[src/rtl/regfile_pkg.sv]
// Shared definitions for the register-file write arbiter: default widths,
// FSM state encoding and requester identifiers.
package regfile_pkg;

  localparam int DEF_DATA_W   = 64;
  localparam int DEF_ADDR_W   = 5;
  localparam int DEF_NUM_REGS = 32;

  typedef enum logic {
    ST_CLEAR = 1'b0,
    ST_RUN   = 1'b1
  } state_e;

  typedef enum logic {
    REQ_ALU = 1'b0,
    REQ_MEM = 1'b1
  } req_id_e;

endpackage

[src/rtl/rr_arbiter2.sv]
// Two-way round-robin arbiter. The pointer names the preferred requester and
// moves only when both requesters compete in the same cycle.
module rr_arbiter2
  import regfile_pkg::*;
(
  input  logic clk,
  input  logic rst,
  input  logic en_i,
  input  logic req_alu_i,
  input  logic req_mem_i,
  output logic gnt_alu_o,
  output logic gnt_mem_o
);

  req_id_e ptr_q;
  req_id_e ptr_d;

  always_ff @(posedge clk or posedge rst) begin
    if (rst) begin
      ptr_q <= REQ_ALU;
    end else begin
      ptr_q <= ptr_d;
    end
  end

  // An uncontested request is granted without consulting the pointer.
  always_comb begin
    gnt_alu_o = 1'b0;
    gnt_mem_o = 1'b0;
    ptr_d     = ptr_q;
    if (en_i) begin
      if (req_alu_i && req_mem_i) begin
        if (ptr_q == REQ_ALU) begin
          gnt_alu_o = 1'b1;
          ptr_d     = REQ_MEM;
        end else begin
          gnt_mem_o = 1'b1;
          ptr_d     = REQ_ALU;
        end
      end else begin
        gnt_alu_o = req_alu_i;
        gnt_mem_o = req_mem_i;
      end
    end
  end

endmodule

[src/rtl/regfile_write_arbiter.sv]
// Register-file write port shared by the ALU and load unit: clears every
// register after reset, then arbitrates writebacks into a registered write port.
module regfile_write_arbiter
  import regfile_pkg::*;
#(
  parameter int DATA_W   = DEF_DATA_W,
  parameter int ADDR_W   = DEF_ADDR_W,
  parameter int NUM_REGS = DEF_NUM_REGS
) (
  input  logic              clk,
  input  logic              rst,
  input  logic              alu_valid,
  input  logic [ADDR_W-1:0] alu_rd,
  input  logic [DATA_W-1:0] alu_data,
  output logic              alu_ready,
  input  logic              mem_valid,
  input  logic [ADDR_W-1:0] mem_rd,
  input  logic [DATA_W-1:0] mem_data,
  output logic              mem_ready,
  output logic              RegWrite,
  output logic [ADDR_W-1:0] Write_register,
  output logic [DATA_W-1:0] Write_data,
  output logic              init_done,
  output logic [15:0]       conflict_count
);

  localparam logic [ADDR_W-1:0] LAST_IDX = ADDR_W'(NUM_REGS - 1);
  localparam logic [15:0]       CNT_MAX  = 16'hFFFF;

  state_e            state_q, state_d;
  logic [ADDR_W-1:0] idx_q, idx_d;
  logic              regwrite_q, regwrite_d;
  logic [ADDR_W-1:0] wreg_q, wreg_d;
  logic [DATA_W-1:0] wdata_q, wdata_d;
  logic [15:0]       conflict_q, conflict_d;

  logic              run;
  logic              alu_gnt;
  logic              mem_gnt;
  logic              xfer;
  logic [ADDR_W-1:0] win_rd;
  logic [DATA_W-1:0] win_data;

  assign run = (state_q == ST_RUN);

  rr_arbiter2 u_arb (
    .clk       (clk),
    .rst       (rst),
    .en_i      (run),
    .req_alu_i (alu_valid),
    .req_mem_i (mem_valid),
    .gnt_alu_o (alu_gnt),
    .gnt_mem_o (mem_gnt)
  );

  assign alu_ready = alu_gnt;
  assign mem_ready = mem_gnt;

  // At most one grant is ever high, so a simple select picks the winner.
  always_comb begin
    xfer     = 1'b0;
    win_rd   = '0;
    win_data = '0;
    if (alu_valid && alu_gnt) begin
      xfer     = 1'b1;
      win_rd   = alu_rd;
      win_data = alu_data;
    end else if (mem_valid && mem_gnt) begin
      xfer     = 1'b1;
      win_rd   = mem_rd;
      win_data = mem_data;
    end
  end

  always_comb begin
    state_d    = state_q;
    idx_d      = idx_q;
    regwrite_d = 1'b0;
    wreg_d     = wreg_q;
    wdata_d    = wdata_q;
    conflict_d = conflict_q;
    case (state_q)
      ST_CLEAR: begin
        regwrite_d = 1'b1;
        wreg_d     = idx_q;
        wdata_d    = '0;
        if (idx_q == LAST_IDX) begin
          state_d = ST_RUN;
          idx_d   = '0;
        end else begin
          idx_d = idx_q + 1'b1;
        end
      end
      ST_RUN: begin
        // Writes to x0 still complete the handshake but never reach the file.
        if (xfer && (win_rd != '0)) begin
          regwrite_d = 1'b1;
          wreg_d     = win_rd;
          wdata_d    = win_data;
        end
        if (alu_valid && mem_valid && (conflict_q != CNT_MAX)) begin
          conflict_d = conflict_q + 16'd1;
        end
      end
      default: state_d = ST_CLEAR;
    endcase
  end

  always_ff @(posedge clk or posedge rst) begin
    if (rst) begin
      state_q    <= ST_CLEAR;
      idx_q      <= '0;
      regwrite_q <= 1'b0;
      wreg_q     <= '0;
      wdata_q    <= '0;
      conflict_q <= '0;
    end else begin
      state_q    <= state_d;
      idx_q      <= idx_d;
      regwrite_q <= regwrite_d;
      wreg_q     <= wreg_d;
      wdata_q    <= wdata_d;
      conflict_q <= conflict_d;
    end
  end

  assign RegWrite       = regwrite_q;
  assign Write_register = wreg_q;
  assign Write_data     = wdata_q;
  assign init_done      = run;
  assign conflict_count = conflict_q;

endmodule

[config.mk]
export PLATFORM = sky130hd
export DESIGN_NAME = regfile_write_arbiter
export DESIGN_NICKNAME = d
export VERILOG_FILES = /design/src/rtl/regfile_pkg.sv /design/src/rtl/rr_arbiter2.sv /design/src/rtl/regfile_write_arbiter.sv
export SDC_FILE = /design/constraint.sdc
export NUM_CORES = 1
export LEC_CHECK = 0
export CAP_MARGIN = 40
export CORE_MARGIN = 3
export CORE_UTILIZATION = 44
export CTS_BUF_LIST = sky130_fd_sc_hd__clkbuf_8 sky130_fd_sc_hd__clkbuf_16
export CTS_CLUSTER_DIAMETER = 120
export DETAILED_ROUTE_END_ITERATION = 10
export PLACE_DENSITY = 0.86
export SLEW_MARGIN = 20
export SYNTH_ARGS = -nofsm -noshare
export SYNTH_HDL_FRONTEND = slang
export SYNTH_HIERARCHICAL = 1
export SYNTH_SLANG_ARGS = --single-unit
[constraint.sdc]
create_clock -name clk -period 5.8 [get_ports clk]
set_input_delay 1.16 -clock clk [delete_from_list [all_inputs] [get_ports clk]]
set_output_delay 1.16 -clock clk [all_outputs]
set_load 0.05 [all_outputs]
---- Word-level counts from Yosys, hierarchy flattened ----
Index checks and enable logic that the tools add are counted.
storage, ports and cells
  register bits ........................... 93
  latch bits .............................. 0
  bits in writable memories ............... 0
  memory bits (read-only) ................. 0
  input port bits ......................... 142
  output and inout port bits .............. 89
  word-level logic and storage cells ...... 42
  memories ................................ 0
cells by class
  add/subtract/negate cells ............... 2
  multipliers ............................. 0
  div/mod/pow operators ................... 0
  order comparisons ....................... 0
  eq/ne operators ......................... 3
  shift operators ......................... 0
  muxes and demuxes ....................... 21
  bitwise logic cells ..................... 1
  reductions and logical operators ........ 8
operators by type and width
  operator                 count
  $mux W64                 3
  $pmux W64 S2             1
  $mux W5                  4
  $add A16 B1 Y16 const B  1
  $ne A16 B16 Y1 const B   1
  $mux W1                  11
  $pmux W5 S2              1
  $add A5 B1 Y5 const B    1
  $eq A5 B5 Y1 const B     1
  $logic_and A1 B1 Y1      5
  $reduce_bool A5 Y1       1
  $reduce_and A2 Y1        2
  $ne A2 B1 Y1 const B     1
  $pmux W1 S2              1
  $not A1 Y1               1

---- Depth between registers and ports, before layout ----
Gate-level depths: netlist (run 1).
  depth in word-level cells ............... 10
  mapped depth ............................ 9
  gate-level depth less buffers ........... 6

---- Cells and area by module ----
Netlist (run 1), hierarchy kept.
modules (own cells, without submodules)
  module                 instances  cells each  area an instance (um^2)  seq. area each (um^2)
  regfile_write_arbiter  1          461         4739.5                   2302.2
  rr_arbiter2            1          9           63.8                     25.0

---- Least setup slack after synthesis (run 1) ----
No wires, ideal clock.
  kind .................................... input-to-reg
  start point ............................. input port alu_valid
  end point ............................... register wdata_q[20], in the netlist Write_data[20]
  library setup time ...................... 0.125 ns
  arrival ................................. 3.546 ns
  required time ........................... 5.675 ns
  path slack .............................. 2.129 ns
  stages .................................. 8
  path buffers ............................ 2
  path through ............................ nand2_1 > a21oi_1 > and2_1 > buf_4 > o21ai_2 > or4_4 > buf_6 > mux2_4
on the way
  elaborated cells on any way between the ends .. 18
  classes of those cells .................. 1 x eq/ne; 12 x mux; 5 x reduce/logical
RTL lines
  what                    line                          RTL
  start: declaration      regfile_write_arbiter.sv:12   input logic alu_valid,
  $logic_and A1 B1 Y1     rr_arbiter2.sv:32             if (req_alu_i && req_mem_i) begin
  $mux W1 *               rr_arbiter2.sv:32
  $mux W1 *               rr_arbiter2.sv:31             if (en_i) begin
  via alu_ready           regfile_write_arbiter.sv:15   output logic alu_ready,
  $logic_and A1 B1 Y1 *   regfile_write_arbiter.sv:64   if (alu_valid && alu_gnt) begin
  $mux W5                 regfile_write_arbiter.sv:64
  $reduce_bool A5 Y1      regfile_write_arbiter.sv:96   if (xfer && (win_rd != '0)) begin
  $logic_and A1 B1 Y1     regfile_write_arbiter.sv:96
  $ne A2 B1 Y1 (no line)  --
  end signal: assignment  regfile_write_arbiter.sv:122  wdata_q <= wdata_d;
  end: declaration        regfile_write_arbiter.sv:34   logic [DATA_W-1:0] wdata_q, wdata_d;
The timed path passes the listed nets; every way through them passes the cells marked *. The select of a mux whose other input is x is not followed.
A chain may end at the register's enable or synchronous reset.

---- Worst setup path after layout (run 1) ----
  start point ............................. input port alu_valid
  end point ............................... register wdata_q[43], in the netlist Write_data[43]
on the way
  word-level cells in the longest chain between the ends .. 9
  elaborated cells on any way between the ends .. 18
  classes of those cells .................. 1 x eq/ne; 12 x mux; 5 x reduce/logical
RTL lines
  what                    line                         RTL
  $logic_and A1 B1 Y1     rr_arbiter2.sv:32
  $mux W1                 rr_arbiter2.sv:32
  $mux W1                 rr_arbiter2.sv:31
  $logic_and A1 B1 Y1     regfile_write_arbiter.sv:68  end else if (mem_valid && mem_gnt) begin
  $mux W5                 regfile_write_arbiter.sv:68
  $mux W5                 regfile_write_arbiter.sv:64
  $reduce_bool A5 Y1      regfile_write_arbiter.sv:96
  $logic_and A1 B1 Y1     regfile_write_arbiter.sv:96
  $ne A2 B1 Y1 (no line)  --
Parallel ways exist; a longest one is shown, timed or not. The select of a mux whose other input is x is not followed.

==> results_dict.tcl, run 1 <==
set metrics [dict create \
    max_freq_mhz 232 \
    diodes 0 \
    syn-cell-area_um2 4800 \
    async_flop_share_pct 100 \
    synth_edf_count 0 \
    path_clk_slew_ns 0.08 \
    slowest_stage "or4_4" \
    nNetsFinal 826 \
    setup.worst_path.end_class "flip-flop" \
    cts-root-buf "clkbuf_8" \
    dp_hpwl_um 10900 \
    required_ns 6.02 \
    numClockSinks 93 \
    grt_max_degree 53 \
    status "finished, final reports clean" \
    grt_setup_unrepaired "no" \
    vias 4699 \
    clk_path_buf_depth 2 \
    drt_iter0_markers 307 \
    ant_nets 0 \
    max_slew_margin_pct 54.2 \
    crit_type "input pin to flip-flop" \
    cts_resized 0 \
    crit_path_cell_trace "clkdlybuf4s50_1 -> nand2_1 -> a21oi_1 -> and2_2 -> o21ai_4 -> buf_16 -> or4_4 -> mux2_4" \
    start_util_pct 45.9 \
    start_kind "input pin" \
    dr.pass1.iters 5 \
    path_max_fanout 33 \
    drive_above_1_share_pct 9.49 \
    max-cap-violations 0 \
    grt_pass1_wl_um 24400 \
    p_leak_uw 0.00314 \
    finalPower_uw 3040 \
    fillers 794 \
    yosys_warnings 6 \
    synthCells 470 \
    synth_seq_cells 93 \
    mostFrequentLayoutCells "clkdlybuf4s50_1, dfrtp_1, a21oi_1" \
    hold_violations 0 \
    period_needed_ns 4.30 \
    setup_violations 0 \
    syn_avg_cell_area_um2 10.2 \
    wl_per_cell_um 18.2 \
    ys.flop_type "dfrtp_1" \
    core_um2 10500 \
    synth_cell_types 40 \
    drc 0 \
    ios 231 \
    grt_usage_pct 24.0 \
    die_x_um 110 \
    num_rows 37 \
    antenna_found_initial 0 \
    setup_tns_ns 0 \
    post-cts-setup-buffers 0 \
    hold_class "flip-flop to flip-flop" \
    wirelength_um 14900 \
    place_congestion 0.852 \
    synth_nets 615 \
    ys_seq_area_share_pct 48.5 \
    clkLatencyLatePin_ns 0.34 \
    rr_worst_depth 7 \
    htree_levels 3 \
    die_h_um 110 \
    p_per_area_nw_per_um2 407 \
    dieArea_um2 12200 \
    min_period_over_period_pct 74.2 \
    cts_tree "built" \
    worstPathArrival_ns 4.52 \
    drt-vias-per-instance 5.72 \
    worst_slew_pin_slew_ns 0.685 \
    ir_drop_uv 289 \
    gr-total-overflow 0 \
    layout_commonest_cell "clkdlybuf4s50_1" \
    cts-buffers-inserted 9 \
    synthToLayoutAreaGrowth_pct 55.5 \
    slowest_delay_ns 0.79 \
    finClkSkew_ns 0.00909 \
    holdPathStages 1 \
    numPortBuffers 230 \
    hold_buffers 0 \
    grt_pass1_vias 4843 \
    maxSlewViolCount 0 \
]
-- through the flow --
step                hold WS [ns]  instances  setup slack [ns]  util (%)  instance area (um2)
CTS                        0.516        818              1.55      71.0                 7420
floorplan                  0.466        470              2.13         -                 4800
global route               0.529        821              1.39      71.4                 7470
finish                     0.515        821              1.50      71.4                 7470
detailed placement         0.496        803              1.19      69.0                 7220
global placement           0.490        801              1.33      68.5                 7160
-- flip-flops by register name, indices dropped and copies added (netlist names) --
register,count
Write_register,5
u_arb/ptr_q,1
init_done,1
conflict_count,16
idx_q,5
Write_data,64
RegWrite,1
-- area by class of cell --
| class | instances | area [um2] | share of cell area [%] |
|---|---|---|---|
| clock inverters | 6 | 81.3 | 1.09 |
| inverters | 10 | 38.8 | 0.519 |
| well taps | 136 | 170 | 2.28 |
| repair buffers | 242 | 2450 | 32.9 |
| flip-flops and latches | 93 | 2330 | 31.2 |
| clock buffers | 9 | 124 | 1.66 |
| multi-input cells | 325 | 2270 | 30.4 |
-- power by group --
part / leakage, uW / total [uW] / internal (uW) / switching (uW)
Clock: 0.000112 / 450 / 238 / 213
Combinational: 0.00185 / 1640 / 624 / 1010
Sequential: 0.00118 / 954 / 829 / 125
Total: 0.00314 / 3040 / 1690 / 1350
-- worst paths after layout --
| path | from | endpoint | slack, ns |
|---|---|---|---|
| setup reg to reg | init_done | Write_data[43] | 2.55 |
| min in group asynchronous | rst | u_arb/ptr_q | 1.01 |
| hold / removal | Write_data[52] | Write_data[52] | 0.52 |
| max in group asynchronous | rst | init_done | 3.40 |
| hold reg to reg | Write_data[52] | Write_data[52] | 0.52 |
| setup / recovery | alu_valid | Write_data[43] | 1.50 |
-- worst max-delay path: cells and delay by family --
kind                   cells  cell delay (ns)
and+or+nand+nor            3             1.50
AOI/OAI and AO/OA          2             0.57
muxes                      1             0.38
buffers and inverters      2             0.85
-- metal layers --
metal,GRT usage (%),up-vias,part of all wire [%]
met5,0,-,0
met4,6.81,0,1.6
met3,5.70,18,7.8
met2,41.1,221,51
met1,30.2,2274,40
li1,-,2186,-
-- cells in the mapped netlist, types with 2 or more instances --
cell	number	share of area, %
and2_1	2	0.26
nand3_1	9	0.94
nor3_1	6	0.63
buf_1	2	0.16
nor2_1	9	0.70
clkbuf_1	31	2.4
a21oi_1	68	7.1
xnor2_1	8	1.5
nor3b_1	2	0.31
xor2_1	7	1.3
o22a_1	4	0.73
nand2_1	64	5.0
buf_2	5	0.52
mux2_2	3	0.70
buf_6	3	0.70
mux2_4	28	8.8
nor4_1	8	1.0
and4_1	2	0.36
o41ai_1	36	6.6
inv_1	10	0.78
ha_1	3	0.78
a22oi_1	36	5.6
dfrtp_1	93	48
a21o_1	2	0.31
nand4_1	7	0.91
o21ai_0	5	0.52
a221o_1	4	0.83
-- cell families (layout without fill, tap and decap cells) --
logic type	after synthesis	after routing	synth area share [%]
multiplexers	32	32	9.66
buffers and inverters	52	267	4.74
flip-flops	93	93	48.5
AO/OA/AOI/OAI	159	159	22.3
adder cells (fa/ha/maj)	3	3	0.782
XOR/XNOR	15	15	2.74
AND/OR/NAND/NOR	116	116	11.3
(Power assumes the default switching activity.)
==> run 2, diff against run 1 <==
--- a/config.mk
+++ b/config.mk
@@ -7,11 +7,11 @@
 export LEC_CHECK = 0
 export CAP_MARGIN = 40
 export CORE_MARGIN = 3
-export CORE_UTILIZATION = 44
+export CORE_UTILIZATION = 37
 export CTS_BUF_LIST = sky130_fd_sc_hd__clkbuf_8 sky130_fd_sc_hd__clkbuf_16
 export CTS_CLUSTER_DIAMETER = 120
 export DETAILED_ROUTE_END_ITERATION = 10
-export PLACE_DENSITY = 0.86
+export PLACE_DENSITY = 0.77
 export SLEW_MARGIN = 20
 export SYNTH_ARGS = -nofsm -noshare
 export SYNTH_HDL_FRONTEND = slang
==> constraint.sdc (replaced) <==
create_clock -name clk -period 3.5 [get_ports clk]
set_input_delay 0.7 -clock clk [delete_from_list [all_inputs] [get_ports clk]]
set_output_delay 0.7 -clock clk [all_outputs]
set_load 0.05 [all_outputs]
==> results_dict.tcl, run 2 (same netlist as run 1, synthesis figures left out) <==
set metrics [dict create \
    status "finished, final reports clean" \
    fillers 1026 \
    drt-vias-per-instance 5.47 \
    max-cap-violations 0 \
    cts_resized 0 \
    setup_violations 0 \
    required_ns 2.80 \
    cts-root-buf "clkbuf_16" \
    slowest_stage "clkdlybuf4s50_1" \
    clk_path_buf_depth 2 \
    seq_area_um2 2330 \
    nNetsFinal 828 \
    reg2reg_slack_ns 1.01 \
    grt_pass1_wl_um 24300 \
    numPortBuffers 230 \
    setup_tns_ns 0 \
    largest_reg_flops 64 \
    r2r-start "init_done" \
    worst_slew_pin_slew_ns 0.664 \
    maxSlewViolCount 0 \
    ir_drop_uv 330 \
    drive_above_1_share_pct 10.3 \
    layout_commonest_cell "clkdlybuf4s50_1" \
    multi_input_area_um2 2280 \
    gr-total-overflow 0 \
    dieArea_um2 14400 \
    max_freq_mhz 322 \
    setup.worst_path.end_class "output pin" \
    wirelength_um 15400 \
    rr_worst_depth 6 \
    clkLatencyLatePin_ns 0.33 \
    dp_hpwl_um 11200 \
    synthToLayoutAreaGrowth_pct 58.1 \
    hold_buffers 0 \
    vias 4681 \
    wl_per_cell_um 18.0 \
    min_period_over_period_pct 88.8 \
    cts-buffers-inserted 9 \
    holdPathStages 1 \
    grt_usage_pct 20.8 \
    cpMostUsedCell "clkdlybuf4s50_1" \
    die_h_um 120 \
    diodes 0 \
    fin_cells 856 \
    place_congestion 0.860 \
    grt_pass1_vias 4785 \
    dr.pass1.iters 5 \
    worstReg2RegEnd "Write_data[4]" \
    start_kind "input pin" \
    numClockSinks 93 \
    mostFrequentLayoutCells "clkdlybuf4s50_1, dfrtp_1, a21oi_1" \
    drc 0 \
    num_rows 40 \
    ios 231 \
    ant_nets 0 \
    p_leak_uw 0.00318 \
    finalPower_uw 5330 \
    crit_type "input pin to output pin" \
    path_max_fanout 6 \
    crit_path_cell_trace "clkdlybuf4s50_1 -> nand2_1 -> a21oi_1 -> clkdlybuf4s50_1" \
    die_x_um 120 \
    hold_class "flip-flop to flip-flop" \
    path_clk_slew_ns 0.07 \
    post-cts-setup-buffers 0 \
    htree_levels 3 \
    antenna_found_initial 0 \
    min-delay-start "Write_data[14]" \
    grt_setup_unrepaired "no" \
    core_um2 12400 \
    drt_iter0_markers 257 \
    max_slew_margin_pct 55.7 \
    hold_end "Write_data[14]" \
    start_util_pct 38.9 \
    slowest_delay_ns 0.85 \
    grt_max_degree 52 \
    finClkSkew_ns 0.00616 \
    hold_violations 0 \
    dp.cells 839 \
    p_per_area_nw_per_um2 701 \
    cts_tree "built" \
    worstPathArrival_ns 2.41 \
    period_needed_ns 3.11 \
]
## run 2: cell types whose count changed in the layout (fill, tap and decap cells not counted)
cell             previous run  this run
nor2_4                      1         2
clkinvlp_4                  0         1
inv_4                       0         1
inv_1                      11         9
clkbuf_16                   0         9
clkdlybuf4s50_1           230       229
clkbuf_8                    9         1
buf_6                       1         0
buf_4                       7        13
nor2_2                      1         0
buf_16                      3         0
buf_12                      0         1
## run 2: through the flow
step	instance area (um2)	utilization (%)	worst slack (ns)	hold WS (ns)
final	7600	61.4	0.391	0.513
after global placement	7270	58.8	0.248	0.484
after CTS	7590	61.4	0.412	0.513
after floorplan	4800	-	0.218	0.429
after detailed placement	7270	58.8	0.142	0.492
after global routing	7600	61.4	0.334	0.522
## run 2: worst max path at each step
stage | startpoint | endpoint | depth (start not counted)
finish | mem_valid | mem_ready | 4
global route | mem_valid | mem_ready | 4
CTS | mem_valid | mem_ready | 4
detailed placement | alu_valid | Write_data[4] | 7
global placement | alu_valid | Write_data[3] | 7
floorplan | init_done | Write_data[20] | 8
## run 2: layout make-up
class	instances	share of cell area [%]
Multi-Input combinational cell	325	30.0
Clock buffer	10	3.15
Tap cell	168	2.77
Clock inverter	6	1.14
Inverter	10	0.527
Timing Repair Buffer	244	31.8
Sequential cell	93	30.7
## run 2: critical path: cells and delay by family
kind | cells | cell delay, ns
and+or+nand+nor | 1 | 0.07
AOI/OAI and AO/OA | 1 | 0.21
buffers and inverters | 2 | 1.42
## run 2: report_power, final
group	internal, uW	switching (uW)
combinational	1010	1670
clock	645	419
sequential	1380	202
total	3030	2300
## run 2: routing by layer
layer,global-route usage [%],routed length [um],vias up
met3,5.84,1400,18
met1,26.4,6350,2262
met2,34.6,7430,215
met4,6.51,255,0
li1,-,-,2186
met5,0,0,-
==> run 3, diff against run 2 <==
--- a/config.mk
+++ b/config.mk
@@ -5,7 +5,6 @@
 export SDC_FILE = /design/constraint.sdc
 export NUM_CORES = 1
 export LEC_CHECK = 0
-export CAP_MARGIN = 40
 export CORE_MARGIN = 3
 export CORE_UTILIZATION = 37
 export CTS_BUF_LIST = sky130_fd_sc_hd__clkbuf_8 sky130_fd_sc_hd__clkbuf_16
==> results_dict.tcl, run 3 (same netlist as run 1, synthesis figures left out) <==
set metrics [dict create \
    status "finished, final reports clean" \
    switching_power_uw 2300 \
    layout_commonest_cell "clkdlybuf4s50_1" \
    final_util_pct 61.4 \
    start_util_pct 38.9 \
    cts_resized 0 \
    largest_reg_flops 64 \
    die_x_um 120 \
    setup_violations 0 \
    grt_pass1_vias 4785 \
    drt-vias-per-instance 5.49 \
    finalPower_uw 5330 \
    hold_buffers 0 \
    crit_type "input pin to output pin" \
    clk_path_buf_depth 2 \
    max_slew_margin_pct 37.5 \
    vias 4694 \
    required_ns 2.80 \
    gr-total-overflow 0 \
    worstPathArrival_ns 2.40 \
    wl_per_cell_um 18.1 \
    worst_hold_slack_ns 0.513 \
    nNetsFinal 827 \
    numPortBuffers 230 \
    wirelength_um 15400 \
    synthToLayoutAreaGrowth_pct 58.0 \
    period_needed_ns 3.10 \
    grt_max_degree 52 \
    diodes 0 \
    mostFrequentLayoutCells "clkdlybuf4s50_1, dfrtp_1, a21oi_1" \
    grt_pass1_wl_um 24300 \
    cts_tree "built" \
    htree_levels 3 \
    p_leak_uw 0.00318 \
    worst_slew_pin_slew_ns 0.929 \
    grt_usage_pct 20.8 \
    max_freq_mhz 322 \
    comb_power_share_pct 50.4 \
    dr.pass1.iters 5 \
    die_h_um 120 \
    maxSlewViolCount 0 \
    p_sw_share_pct 43.1 \
    clkLatencyLatePin_ns 0.33 \
    p_int_uw 3030 \
    ant_nets 0 \
    path_clk_slew_ns 0.07 \
    path_max_fanout 6 \
    fillers 1027 \
    cts-buffers-inserted 9 \
    drt_iter0_markers 261 \
    max-cap-violations 0 \
    hold_violations 0 \
    drc 0 \
    core_um2 12400 \
    hold_class "flip-flop to flip-flop" \
    power_frac_seq_pct 29.6 \
    dieArea_um2 14400 \
    post-cts-setup-buffers 0 \
    start_kind "input pin" \
    cts-root-buf "clkbuf_16" \
    ir_drop_uv 331 \
    p_per_area_nw_per_um2 702 \
    num_rows 40 \
    place_congestion 0.860 \
    numClockSinks 93 \
    dp_hpwl_um 11200 \
    setup_tns_ns 0 \
    grt_setup_unrepaired "no" \
    clock_power_share_pct 20.0 \
    finClkSkew_ns 0.00544 \
    ios 231 \
    drive_above_1_share_pct 10.2 \
    antenna_found_initial 0 \
    min_period_over_period_pct 88.6 \
    setup.worst_path.end_class "output pin" \
]
## run 3: per-stage QoR
| step | instance area, um2 | instances | worst slack [ns] |
|---|---|---|---|
| 4_1_cts | 7590 | 855 | 0.412 |
| 2_1_floorplan | 4800 | 470 | 0.218 |
| 6_report | 7590 | 855 | 0.398 |
| 3_3_place_gp | 7270 | 839 | 0.248 |
| 5_1_grt | 7590 | 855 | 0.334 |
| 3_5_place_dp | 7270 | 839 | 0.142 |
## run 3: metal layers
metal / global-route usage, % / share of wire (%)
met5: 0 / 0
met4: 6.51 / 1.7
met3: 5.84 / 9.2
met2: 34.6 / 48
met1: 26.4 / 41
## run 3: worst paths after layout
path                                     start        endpoint  slack [ns]  cells past startpoint
worst min register to register  Write_data[14]  Write_data[14]        0.51                      1
worst min-delay path            Write_data[14]  Write_data[14]        0.51                      1
min in group asynchronous                  rst     u_arb/ptr_q        0.61                      2
worst max-delay path                 mem_valid       mem_ready        0.40                      4
max in group asynchronous                  rst  Write_data[18]        1.97                      3
worst max register to register       init_done   Write_data[4]        1.01                      6
## run 3: area by class of cell
class | instances | area (um2) | share of cell area [%]
clock inverters | 6 | 86.3 | 1.14
clock buffers | 10 | 239 | 3.15
inverters | 10 | 40.0 | 0.527
flip-flops and latches | 93 | 2330 | 30.7
multi-input cells | 325 | 2280 | 30.0
repair buffers | 243 | 2410 | 31.7
well taps | 168 | 210 | 2.77
## run 3: power groups by stage
stage                     Sequential, uW  Clock, uW  Combinational [uW]
final                               1580       1060                2690
after global routing                1620       1120                2810
after CTS                           1580       1080                2700
after detailed placement            1590          0                2700
after global placement              1590          0                2660
after floorplan                     2610          0                 696
## run 3: worst max-delay path, cell delays in order
cell             delay, ns
clkdlybuf4s50_1       0.56
nand2_1               0.07
a21oi_1               0.21
clkdlybuf4s50_1       0.85
